$ cat src/rtl/kmeans_pkg.sv
// Shared kMeans definitions: FSM state encoding and default word width.
package kmeans_pkg;

    localparam int KM_DATA_W = 16;

    typedef enum logic [1:0] {
        IDLE  = 2'd0,
        LOAD  = 2'd1,
        GAP   = 2'd2,
        DRAIN = 2'd3
    } kmeans_state_t;

endpackage

$ cat src/rtl/kmeans_buf_ram.sv
// DEPTH x DATA_W register file: one synchronous write port, one registered read port.
module kmeans_buf_ram #(
    parameter int DATA_W = 16,
    parameter int DEPTH  = 16,
    parameter int AW     = $clog2(DEPTH)
) (
    input  logic              clk,
    input  logic              we,
    input  logic [AW-1:0]     waddr,
    input  logic [DATA_W-1:0] wdata,
    input  logic [AW-1:0]     raddr,
    output logic [DATA_W-1:0] rdata
);

    logic [DATA_W-1:0] mem [DEPTH];

    // Plain storage with no reset so an SRAM macro can replace it one-for-one.
    always_ff @(posedge clk) begin
        if (we) begin
            mem[waddr] <= wdata;
        end
        rdata <= mem[raddr];
    end

endmodule

$ cat src/rtl/kmeans_burst_buffer.sv
// Captures one contiguous input burst and replays it in order as one contiguous output burst.
module kmeans_burst_buffer
    import kmeans_pkg::*;
#(
    parameter  int DATA_W = KM_DATA_W,
    parameter  int DEPTH  = 16,
    localparam int AW     = $clog2(DEPTH)
) (
    input  logic              clk,
    input  logic              rst,
    input  logic              in_valid,
    input  logic [DATA_W-1:0] in_data,
    output logic              out_valid,
    output logic [DATA_W-1:0] out_data,
    output logic              busy,
    output logic              overflow,
    output logic [AW:0]       count
);

    localparam logic [AW:0] FULL = (AW + 1)'(DEPTH);

    kmeans_state_t     state;
    logic [AW-1:0]     wr_ptr;
    logic [AW-1:0]     rd_ptr;
    logic [AW:0]       out_cnt;
    logic              ram_we;
    logic [DATA_W-1:0] ram_rdata_p1;

    assign ram_we = in_valid && ((state == IDLE) || ((state == LOAD) && (count != FULL)));

    kmeans_buf_ram #(
        .DATA_W (DATA_W),
        .DEPTH  (DEPTH),
        .AW     (AW)
    ) u_ram (
        .clk   (clk),
        .we    (ram_we),
        .waddr (wr_ptr),
        .wdata (in_data),
        .raddr (rd_ptr),
        .rdata (ram_rdata_p1)
    );

    // rd_ptr runs one word ahead of the output: the RAM read of a word is
    // issued one edge before that word is registered onto out_data.
    always_ff @(posedge clk or posedge rst) begin
        if (rst) begin
            state     <= IDLE;
            wr_ptr    <= '0;
            rd_ptr    <= '0;
            out_cnt   <= '0;
            count     <= '0;
            out_valid <= 1'b0;
            out_data  <= '0;
            busy      <= 1'b0;
            overflow  <= 1'b0;
        end else begin
            case (state)
                IDLE: begin
                    if (in_valid) begin
                        wr_ptr   <= AW'(1);
                        count    <= (AW + 1)'(1);
                        overflow <= 1'b0;
                        busy     <= 1'b1;
                        state    <= LOAD;
                    end
                end
                LOAD: begin
                    if (in_valid) begin
                        if (count != FULL) begin
                            wr_ptr <= wr_ptr + AW'(1);
                            count  <= count + (AW + 1)'(1);
                        end else begin
                            overflow <= 1'b1;
                        end
                    end else begin
                        rd_ptr <= rd_ptr + AW'(1);
                        state  <= GAP;
                    end
                end
                GAP: begin
                    out_valid <= 1'b1;
                    out_data  <= ram_rdata_p1;
                    out_cnt   <= (AW + 1)'(1);
                    rd_ptr    <= rd_ptr + AW'(1);
                    state     <= DRAIN;
                    if (in_valid) overflow <= 1'b1;
                end
                DRAIN: begin
                    if (out_cnt == count) begin
                        out_valid <= 1'b0;
                        out_data  <= '0;
                        busy      <= 1'b0;
                        rd_ptr    <= '0;
                        wr_ptr    <= '0;
                        out_cnt   <= '0;
                        state     <= IDLE;
                    end else begin
                        out_data <= ram_rdata_p1;
                        out_cnt  <= out_cnt + (AW + 1)'(1);
                        rd_ptr   <= rd_ptr + AW'(1);
                        if (in_valid) overflow <= 1'b1;
                    end
                end
                default: state <= IDLE;
            endcase
        end
    end

endmodule

$ cat config.mk
export PLATFORM = sky130hd
export DESIGN_NAME = kmeans_burst_buffer
export DESIGN_NICKNAME = d
export VERILOG_FILES = /design/src/rtl/kmeans_pkg.sv /design/src/rtl/kmeans_buf_ram.sv /design/src/rtl/kmeans_burst_buffer.sv
export SDC_FILE = /design/constraint.sdc
export NUM_CORES = 1
export LEC_CHECK = 0
export CAP_MARGIN = 20
export CELL_PAD_IN_SITES_DETAIL_PLACEMENT = 2
export CELL_PAD_IN_SITES_GLOBAL_PLACEMENT = 2
export CORE_MARGIN = 3
export CORE_UTILIZATION = 41
export CTS_BUF_LIST = sky130_fd_sc_hd__clkbuf_8
export DETAILED_ROUTE_END_ITERATION = 7
export PLACE_DENSITY_LB_ADDON = 0.1
export SYNTH_ARGS = -nofsm -noshare
export SYNTH_HDL_FRONTEND = slang
export SYNTH_SLANG_ARGS = --single-unit
$ cat constraint.sdc
create_clock -name clk -period 3.25 [get_ports clk]
set_clock_uncertainty 0.1 [all_clocks]
set_input_delay 0.65 -clock clk [delete_from_list [all_inputs] [get_ports clk]]
set_output_delay 0.65 -clock clk [all_outputs]
set_load 0.005 [all_outputs]
==> results.md <==
- Top-area cell type share of the netlist area: 63.6%
- Post-route ant nets: 0
- Slew @ Worst Pin: 1.02 ns
- Avg WL per Cell: ~29 um
- Setup Crit Path Kind: reg -> reg
- GRT Residual Overflow: 0
- CP Capture Type: flip-flop
- Placed Area: approximately 13000 um^2
- Instance count of the mapped netlist: 620
- Die height: 178 um
- Seq/Total Area, Yosys: 74.3%
- CP arrival: 2.98 ns
- Most common cell after layout, fill and taps aside: edfxtp_1
- Netlist cell types: 46
- Peak VDD IR: 0.000418 V
- Tot Pwr: between 10 and 15 mW
- Clock Sinks: 311
- Max-Cap Viols: 0
- Crit-path cells: inv_1 -> ha_1 -> nand4bb_1 -> a21oi_1 -> nor2b_1 -> nand2_1 -> nor3_2 -> buf_12
- Number of flops mapped to enable cells by yosys: 256
- Relative slew slack: between 30% and 40%
- H-tree depth: 2
- PostCTS Resize Cnt: 0
- Leakage: 4.86 nW
- Delay-heaviest family, CP: simple AND/OR/NAND/NOR gates
- FF+latch count, synth: 311
- Die ar.: 31600 um^2
- Min-Delay Path Class: reg -> reg
- Final Hold Vio Count: 0
- Inst Count DP: around 1000
- Max clock buf depth: 3
- Largest stage delay, worst path: a little under 0.5 ns
- Crit path max fanout: 16
- Nets: 740
- Commonest non-fill, non-tap cells in the layout: 256 x edfxtp_1, 80 x mux4_2, 58 x clkbuf_8
- # Post-CTS Setup Buffers: 0
- Outcome: finished, final reports clean
- Post-CTS Hold Fix Bufs: 0
- Worst path slowest cell: dfrtp_1
- TritonCTS clock tree: yes
- Maximum operating frequency: 355 MHz
- Clock latency on the worst-skew pair: 0.56 ns
- Share of layout cells above drive strength 1: 26.6%
- RSZ-0062 raised after global routing: no
- Vias/cell: between 5 and 6
- Post-synth top flop: edfxtp_1
- Area leader, netlist: edfxtp_1
- # setup viols final: 0
- PwrDens: around 850 nW/um^2
- Syn nets: 651
- DRT Wirelength: 32700 um
- Met1 usage: between 20% and 30%
- GRT Overall Usage: 21.7%
- IO Pins: 43
- Number of diodes: 0
- Cell Rows: 62
- Core area: 28900 um^2
- DR vias: 6181
- Place WS: 0.366 ns
- Root buffer selected by CTS: clkbuf_8
- Port Buf Inserts: 42
- Mean post-synth cell area: between 15 and 20 um^2
- Final worst slack: 0.430 ns
- GR Layer Usage met3: under 10%
- Die Width: 178 um
- CTS Buf Count: 52
- DRC Markers: 0
- Setup TNS: 0 ns
- Synth top area cells: edfxtp_1 64%, mux4_2 15%, dfrtp_1 8.1%, dfxtp_1 2.6%, nand2_1 1.6%
- Pre-antenna DRT Iters: 4
- Met2 usage: a little over a third
- Cell Area, Synth: about 12000 um^2
- Worst-path clk slew: approximately 0.060 ns
- Worst reg2reg setup slack: 0.43 ns
- Tcrit/Tclk final: about 87%
- Ys async rst share: 12.5%
- Synthesis warning total: 0
- Buf/Inv on CP: 2
- Dpl hpwl: 21300 um
- Pin count of the biggest net entering global routing: 61
- DRT iter0 DRCs: 482
- Req. time, crit path: 3.41 ns
- Synthesis-to-finish area growth: 18.0%
- First-pass GRT wire length: ~50000 um
- Worst setup SP type: flip-flop
- Antenna violations before repair: 5
- Min Tclk post-route: 2.82 ns
- Starting Density: 41.9%
- GRT busiest layer: met2
- Finished Cell Area: 14300 um^2
- Final Instance Count excl. Fillers: 1137
- Vias in the first global route: 7049
- GP Congestion: 0.796
- Pins Over Slew Limit: 0
## worst min-delay path: cells and delay by family, from the launching register on
kind               cells  cell delay (ns)
AOI/OAI and AO/OA      1             0.05
and+or+nand+nor        1             0.05
DFF                    1             0.30
## cell usage after synthesis (all sizes together), types with 2 or more instances
cell type  count
nor2          20
a21oi         21
a31oi          2
xor2           6
nand2         52
o2bb2ai        2
edfxtp       256
nand4          3
nand2b         4
o21ai         13
o31ai          3
ha            12
clkbuf        16
nand3          8
inv           11
mux2i          2
nor2b          3
buf           16
a22o           7
a21o           2
dfxtp         16
nor3           8
dfrtp         39
mux4          80
## sequential cells by signal, indices dropped and copies added, names as in the netlist
register	flops
u_ram.mem	256
out_data	16
u_ram.rdata	16
count	5
out_cnt	5
rd_ptr	4
wr_ptr	4
state	2
busy	1
out_valid	1
overflow	1
## power by group
group | internal, mW | leakage (nW) | switching, mW
Combinational | 1.75 | 1.36 | 1.99
Clock | 1.64 | 0.576 | 1.55
Sequential | 4.78 | 2.92 | 0.388
## cells by family (layout without fill, tap and decap cells)
family | Yosys count | in the layout | share of synthesized area [%]
flops | 311 | 311 | 74.3
simple gates | 107 | 107 | 4.13
mux | 83 | 83 | 15.2
buf+inv | 43 | 176 | 1.66
compound gates | 58 | 58 | 3.05
xor+xnor | 6 | 6 | 0.435
fa+ha+maj | 12 | 12 | 1.24
## layer usage
metal / part of all wire, % / vias up
li1: - / 2673
met1: 39 / 3290
met2: 50 / 168
met3: 7.7 / 48
met4: 2.6 / 2
met5: 0.034 / -
## metrics by stage
step	hold slack, ns	util, %
floorplan	0.317	-
global placement	0.321	46.1
detailed placement	0.327	46.1
CTS	0.340	49.4
global route	0.364	49.4
finish	0.339	49.4
## layout make-up
class,instances,area (um^2)
Timing Repair Buffer,67,833
Inverter,11,41.3
Clock inverter,40,166
Fill cell,2576,14600
Tap cell,384,480
Sequential cell,311,8990
Multi-Input combinational cell,266,2960
Clock buffer,58,798
## path summary, 6_finish.rpt
kind | start | end | cells after the start
setup / recovery | count[0] | u_ram.mem[1][4] | 8
hold / removal | u_ram.rdata[2] | out_data[2] | 2
setup reg to reg | count[0] | u_ram.mem[1][4] | 8
hold reg to reg | u_ram.rdata[2] | out_data[2] | 2
max in group asynchronous | rst | rd_ptr[0] | 2
min in group asynchronous | rst | out_data[7] | 2
Note: power is estimated with default switching activity, not from simulation.
